===== src/rtl/dmfb_step_sequencer_if.sv =====
// dmfb_step_sequencer_if: move-controller, timer and electrode signals.
// Carries abort/aborted only when STEP_ABORT_EN is defined.
interface dmfb_step_sequencer_if #(
  parameter int NUM_ELEC = 4,
  parameter int STEP_W   = 8
);
  logic                stepClk;
  logic                start;
  logic                direction;
  logic [STEP_W-1:0]   stepCount;
  logic                clockControl;
  logic                timerReset;
  logic [NUM_ELEC-1:0] electrode;
  logic                busy;
  logic                done;
  logic [STEP_W-1:0]   stepsLeft;
`ifdef STEP_ABORT_EN
  logic                abort;
  logic                aborted;

  modport master (
    output stepClk, start, direction, stepCount, abort,
    input  clockControl, timerReset, electrode,
    input  busy, done, stepsLeft, aborted
  );

  modport slave (
    input  stepClk, start, direction, stepCount, abort,
    output clockControl, timerReset, electrode,
    output busy, done, stepsLeft, aborted
  );
`else
  modport master (
    output stepClk, start, direction, stepCount,
    input  clockControl, timerReset, electrode,
    input  busy, done, stepsLeft
  );

  modport slave (
    input  stepClk, start, direction, stepCount,
    output clockControl, timerReset, electrode,
    output busy, done, stepsLeft
  );
`endif
endinterface


===== src/rtl/dmfb_step_sequencer.sv =====
// dmfb_step_sequencer: rotates the electrode pattern on each timer step.
// Define STEP_ABORT_EN to add the abort input and aborted pulse.
module dmfb_step_sequencer #(
  parameter int                  NUM_ELEC     = 4,
  parameter logic [NUM_ELEC-1:0] INIT_PATTERN = 4'b0001,
  parameter int                  STEP_W       = 8,
  parameter int                  SYNC_STAGES  = 2
) (
  input  logic                  clockIn,
  input  logic                  reset_t,
  dmfb_step_sequencer_if.slave  bus
);

  typedef enum logic [1:0] {
    S_IDLE,
    S_MOVE,
    S_HOLD,
    S_DONE
  } state_e;

  state_e state_q, state_d;

  logic [SYNC_STAGES-1:0] sync_q, sync_d;
  logic                   prev_q, prev_d;
  logic [NUM_ELEC-1:0]    elec_q, elec_d;
  logic [STEP_W-1:0]      steps_q, steps_d;
  logic                   dir_q, dir_d;
  logic                   cc_q, cc_d;
  logic                   tr_q, tr_d;
  logic                   done_q, done_d;
  logic                   abd_q, abd_d;

  logic                   step_rise;
  logic                   last_step;
  logic                   abort_req;
  logic                   in_run;
  logic [NUM_ELEC-1:0]    elec_rot;

  assign in_run = (state_q == S_MOVE) ||
                  (state_q == S_HOLD);

`ifdef STEP_ABORT_EN
  assign abort_req   = bus.abort & in_run;
  assign bus.aborted = abd_q;
`else
  assign abort_req = 1'b0;
`endif

  // A timer restart flushes the synchronizer and masks the edge so
  // that a step clock already in flight cannot count as a new step.
  always_comb begin
    sync_d = {sync_q[SYNC_STAGES-2:0], bus.stepClk};
    prev_d = sync_q[SYNC_STAGES-1];
    if (tr_q) begin
      sync_d = '0;
      prev_d = 1'b0;
    end
  end

  assign step_rise = sync_q[SYNC_STAGES-1] & ~prev_q & ~tr_q;
  assign last_step = (steps_q == STEP_W'(1));

  always_comb begin
    elec_rot = elec_q;
    if (dir_q) begin
      elec_rot = {elec_q[NUM_ELEC-2:0],
                  elec_q[NUM_ELEC-1]};
    end else begin
      elec_rot = {elec_q[0],
                  elec_q[NUM_ELEC-1:1]};
    end
  end

  always_ff @(posedge clockIn) begin
    if (reset_t) begin
      state_q <= S_IDLE;
      sync_q  <= '0;
      prev_q  <= 1'b0;
      elec_q  <= INIT_PATTERN;
      steps_q <= '0;
      dir_q   <= 1'b0;
      cc_q    <= 1'b0;
      tr_q    <= 1'b0;
      done_q  <= 1'b0;
      abd_q   <= 1'b0;
    end else begin
      state_q <= state_d;
      sync_q  <= sync_d;
      prev_q  <= prev_d;
      elec_q  <= elec_d;
      steps_q <= steps_d;
      dir_q   <= dir_d;
      cc_q    <= cc_d;
      tr_q    <= tr_d;
      done_q  <= done_d;
      abd_q   <= abd_d;
    end
  end

  always_comb begin
    state_d = state_q;
    unique case (state_q)
      S_IDLE: begin
        if (bus.start) begin
          if (bus.stepCount != '0) begin
            state_d = S_MOVE;
          end else begin
            state_d = S_HOLD;
          end
        end
      end
      S_MOVE: begin
        if (abort_req) begin
          state_d = S_IDLE;
        end else if (step_rise && last_step) begin
          state_d = S_HOLD;
        end
      end
      S_HOLD: begin
        if (abort_req) begin
          state_d = S_IDLE;
        end else if (step_rise) begin
          state_d = S_DONE;
        end
      end
      S_DONE: begin
        state_d = S_IDLE;
      end
      default: begin
        state_d = S_IDLE;
      end
    endcase
  end

  always_comb begin
    elec_d  = elec_q;
    steps_d = steps_q;
    dir_d   = dir_q;
    cc_d    = cc_q;
    tr_d    = 1'b0;
    done_d  = 1'b0;
    abd_d   = 1'b0;
    unique case (state_q)
      S_IDLE: begin
        cc_d = 1'b0;
        if (bus.start) begin
          dir_d   = bus.direction;
          steps_d = bus.stepCount;
          tr_d    = 1'b1;
          cc_d    = (bus.stepCount == '0);
        end
      end
      S_MOVE: begin
        cc_d = 1'b0;
        if (abort_req) begin
          steps_d = '0;
          tr_d    = 1'b1;
          abd_d   = 1'b1;
        end else if (step_rise &&
                     steps_q != '0) begin
          elec_d  = elec_rot;
          steps_d = steps_q - STEP_W'(1);
          if (last_step) begin
            cc_d = 1'b1;
            tr_d = 1'b1;
          end
        end
      end
      S_HOLD: begin
        cc_d = 1'b1;
        if (abort_req) begin
          cc_d    = 1'b0;
          steps_d = '0;
          tr_d    = 1'b1;
          abd_d   = 1'b1;
        end else if (step_rise) begin
          cc_d   = 1'b0;
          done_d = 1'b1;
        end
      end
      S_DONE: begin
        cc_d = 1'b0;
      end
      default: begin
        cc_d = 1'b0;
      end
    endcase
  end

  assign bus.clockControl = cc_q;
  assign bus.timerReset   = tr_q;
  assign bus.electrode    = elec_q;
  assign bus.busy         = (state_q != S_IDLE);
  assign bus.done         = done_q;
  assign bus.stepsLeft    = steps_q;

endmodule


===== src/flat_wrapper.sv =====
// flat-port wrapper written by rule: the top's interface ports become plain ports
module dmfb_step_sequencer_flat 
#(
  parameter int                  NUM_ELEC     = 4,
  parameter logic [NUM_ELEC-1:0] INIT_PATTERN = 4'b0001,
  parameter int                  STEP_W       = 8,
  parameter int                  SYNC_STAGES  = 2
)
  (clockIn, reset_t, bus_stepClk, bus_start, bus_direction, bus_stepCount, bus_clockControl, bus_timerReset, bus_electrode, bus_busy, bus_done, bus_stepsLeft);
  dmfb_step_sequencer_if #(.NUM_ELEC(NUM_ELEC), .STEP_W(STEP_W)) bus_i ();
  input  logic clockIn;
  input  logic reset_t;
  input wire logic [$bits(bus_i.stepClk)-1:0] bus_stepClk;
  input wire logic [$bits(bus_i.start)-1:0] bus_start;
  input wire logic [$bits(bus_i.direction)-1:0] bus_direction;
  input wire logic [$bits(bus_i.stepCount)-1:0] bus_stepCount;
  output wire logic [$bits(bus_i.clockControl)-1:0] bus_clockControl;
  output wire logic [$bits(bus_i.timerReset)-1:0] bus_timerReset;
  output wire logic [$bits(bus_i.electrode)-1:0] bus_electrode;
  output wire logic [$bits(bus_i.busy)-1:0] bus_busy;
  output wire logic [$bits(bus_i.done)-1:0] bus_done;
  output wire logic [$bits(bus_i.stepsLeft)-1:0] bus_stepsLeft;
  assign bus_i.stepClk = bus_stepClk;
  assign bus_i.start = bus_start;
  assign bus_i.direction = bus_direction;
  assign bus_i.stepCount = bus_stepCount;
  assign bus_clockControl = bus_i.clockControl;
  assign bus_timerReset = bus_i.timerReset;
  assign bus_electrode = bus_i.electrode;
  assign bus_busy = bus_i.busy;
  assign bus_done = bus_i.done;
  assign bus_stepsLeft = bus_i.stepsLeft;
  dmfb_step_sequencer #(.NUM_ELEC(NUM_ELEC), .INIT_PATTERN(INIT_PATTERN), .STEP_W(STEP_W), .SYNC_STAGES(SYNC_STAGES)) u_core (.clockIn(clockIn), .reset_t(reset_t), .bus(bus_i));
endmodule

===== config.mk =====
export PLATFORM = sky130hd
export DESIGN_NAME = dmfb_step_sequencer_flat
export DESIGN_NICKNAME = d
export VERILOG_FILES = /design/src/rtl/dmfb_step_sequencer_if.sv /design/src/rtl/dmfb_step_sequencer.sv /design/src/flat_wrapper.sv
export SDC_FILE = /design/constraint.sdc
export NUM_CORES = 1
export LEC_CHECK = 0
export CORE_ASPECT_RATIO = 1.25
export CORE_UTILIZATION = 45
export CTS_BUF_LIST = sky130_fd_sc_hd__clkbuf_16
export DETAILED_ROUTE_END_ITERATION = 10
export PLACE_DENSITY = 0.73
export SYNTH_ARGS = -nofsm -noshare
export SYNTH_HDL_FRONTEND = slang
export SYNTH_SLANG_ARGS = --single-unit

===== constraint.sdc =====
create_clock -name clockIn -period 1.6 [get_ports clockIn]
set_input_delay 0.32 -clock clockIn [delete_from_list [all_inputs] [get_ports clockIn]]
set_output_delay 0.32 -clock clockIn [all_outputs]
set_load 0.03 [all_outputs]

==> impl_metrics.yaml <==
timing:
  finalSetupViolCount: 3
  final_max_slew_viol_count: 0
  max-slew-margin-rel_pct: 77.6
  period_share_pct: 101
  rsz0062_at_grt: "yes"
  worstMarginPinSlew_ns: 0.336
  fin_tns_setup_ns: -0.0323
  layout_min_cycle_time_ns: 1.62
  worst_clock_skew_ns: 0.00314
  finalWorstSetupSlack_ns: -0.0196
  fmax_mhz: 617
  hold_viol: 0
pwr:
  p_leak_nw: 0.831
  peakVddDrop_mv: 1.15
  powerDensity_mw_per_mm2: 1850
  p_total_w: 0.00370
routing:
  wl_per_cell_um: 16.1
  vias_per_cell: 5.67
  dr.pass1.iters: 4
  drt-initial-drc-count: 56
  ant_nets: 0
  drc: 0
  num_vias: 1288
  routed_wl_mm: 3.65
grt:
  antenna_found_initial: 0
  grt_pass1_vias: 1207
  gr-total-overflow: 0
  grt_usage_pct: 24.0
  grt_max_degree: 18
  grt_pass1_wl_mm: 5.62
floorplan:
  ios: 29
  start_util_pct: 47.6
  die_y_um: 61.8
  die-area_mm2: 0.00308
  die_x_um: 49.8
  rows: 21
  core_mm2: 0.00271
synth:
  yosys_register_bits: 21
  syn_nets: 156
  yosys_warnings: 0
  synthFlopType: "dfxtp_1"
  async_reset_ff_share_pct: 0
  yosysUniqueCellTypes: 50
  avgSynthCellArea_um2: 9.40
  synth.cell_area_mm2: 0.00129
  synth_edf_count: 0
  synth_cells: 137
  yosysSeqAreaShare_pct: 32.7
clock_tree:
  clkSlewWorstSetupHoldPaths_ns: 0.06
  cts_hold_buffers: 0
  cts_buffer_depth: 2
  root_buffer: "clkbuf_16"
  cts_sinks: 21
  cts.htree.levels: 1
  cts_inserted_buffers: 3
  cts_tree: "built"
  clock_latency_ns: 0.25
cells_and_area:
  postLayoutCellArea_mm2: 0.00199
  fin_util_pct: 73.6
  layout.nets: 213
  nFillCells: 211
  num_antenna_cells: 0
  area_growth_pct: 54.8
  final_cell_count_no_fill: 227
  drive_gt1_share_pct: 39.4
worst_setup_path:
  crit_slowest_cell: "or3b_4"
  crit_required_ns: 1.74
  cp_max_fo: 3
  slowest_delay_ns: 0.41
  critPathCaptureType: "flip-flop"
  critical_path_arrival_ns: 1.76
  path_cells: "or3b_4, buf_4, a21oi_2, o22a_1, mux2_4"
  critPathKind: "flip-flop to flip-flop"
  start_kind: "flip-flop"
outcome:
  violations: "setup timing"
  outcome: "finished with violations"
placement:
  dp.cells: 214
  gp_congestion: 0.888
  place_area_mm2: 0.00176
  io_buffers: 28
  hpwl_mm: 2.58
min_path:
  hold_class: "flip-flop to flip-flop"
run:
  maxCapViolCount: 0
what timing repair did:
item	CTS	global route
buffers inserted	4	6
setup endpoints to repair	27	13
pin swaps	7	15
gates resized for setup	26	14
synthesized netlist by cell type (2+ instances only):
master | instances | area (um^2)
dfxtp_1 | 21 | 420
a21oi_1 | 11 | 55.1
nand2_1 | 11 | 41.3
nor2_1 | 10 | 37.5
inv_1 | 7 | 26.3
ha_1 | 6 | 75.1
mux2i_1 | 6 | 60.1
a211oi_1 | 5 | 37.5
clkbuf_8 | 4 | 55.1
o32ai_1 | 4 | 35.0
and2_1 | 3 | 18.8
and3_1 | 3 | 18.8
nand3_1 | 3 | 15.0
a31oi_1 | 2 | 12.5
clkbuf_1 | 2 | 7.51
mux2_2 | 2 | 22.5
nand4_1 | 2 | 12.5
nor4_1 | 2 | 12.5
o211a_1 | 2 | 20.0
cell usage in the layout, fill, tap and decap left out, types with 5 or more instances in the layout:
cell / n
mux2i_1: 5
a21oi_1: 10
dlygate4sd2_1: 13
dfxtp_2: 6
nand2_1: 11
buf_4: 25
clkdlybuf4s50_1: 14
dfxtp_1: 11
buf_6: 6
inv_2: 5
nor2_1: 10
logic make-up after synthesis:
family	Yosys count	share of synthesized area, %
flip-flops	21	32.7
multiplexers	9	7.29
AND/OR/NAND/NOR	46	21.1
buffers and inverters	15	8.07
adder cells (fa/ha/maj)	6	5.83
AO/OA/AOI/OAI	40	25.1
sequential cells by signal, indices dropped and copies added, names as in the netlist:
signal and count:
u_core.dir_q 1, u_core.bus.clockControl 1, u_core.sync_q 2, u_core.bus.timerReset 1, u_core.bus.stepsLeft 8, u_core.bus.electrode 4, u_core.bus.done 1, u_core.prev_q 1
u_core.state_q 2
metrics by stage:
stage / hold slack (ns) / setup WS [ns]
final: 0.427 / -0.0196
after global placement: 0.412 / -0.129
after floorplan: 0.406 / -0.0795
after CTS: 0.434 / 0.00266
after global routing: 0.440 / -0.0764
after detailed placement: 0.421 / -0.151
layer usage:
layer  share of wire (%)  wire (um)  track usage, %  vias to the layer above
li1                    -          -               -                      626
met1                  40       1470            27.0                      603
met2                  54       1970            47.7                       53
met3                 4.3        156            1.70                        6
met4                 1.4         52            9.39                        0
met5                   0          0               0                        -
layout make-up:
type | instances | area, um^2 | share of cell area [%]
multi-input combinational | 101 | 868 | 43.6
timing repair buffer | 59 | 529 | 26.6
sequential | 21 | 443 | 22.2
clock buffer | 3 | 75.1 | 3.77
tap | 34 | 42.5 | 2.13
inverter | 8 | 30.0 | 1.51
clock inverter | 1 | 5.00 | 0.251
power by group:
group / switching (W) / internal, W / total (W)
sequential: 0.000155 / 0.000669 / 0.000824
combinational: 0.00121 / 0.00113 / 0.00235
clock: 0.000191 / 0.000335 / 0.000526
worst max-delay path: cells and delay by family, from the launching register on:
kind / cells / cell delay (ns)
muxes: 1 / 0.31
DFF: 1 / 0.32
and+or+nand+nor: 1 / 0.41
AOI/OAI and AO/OA: 2 / 0.32
buffers and inverters: 1 / 0.15
final timing paths:
kind / cells after the start / slack [ns] / end / start
min reg2reg: 1 / 0.43 / u_core.sync_q[1] / u_core.sync_q[0]
max reg2reg: 5 / -0.02 / u_core.state_q[1] / u_core.prev_q
min: 1 / 0.43 / u_core.sync_q[1] / u_core.sync_q[0]
max: 5 / -0.02 / u_core.state_q[1] / u_core.prev_q
(Power assumes the default switching activity.)
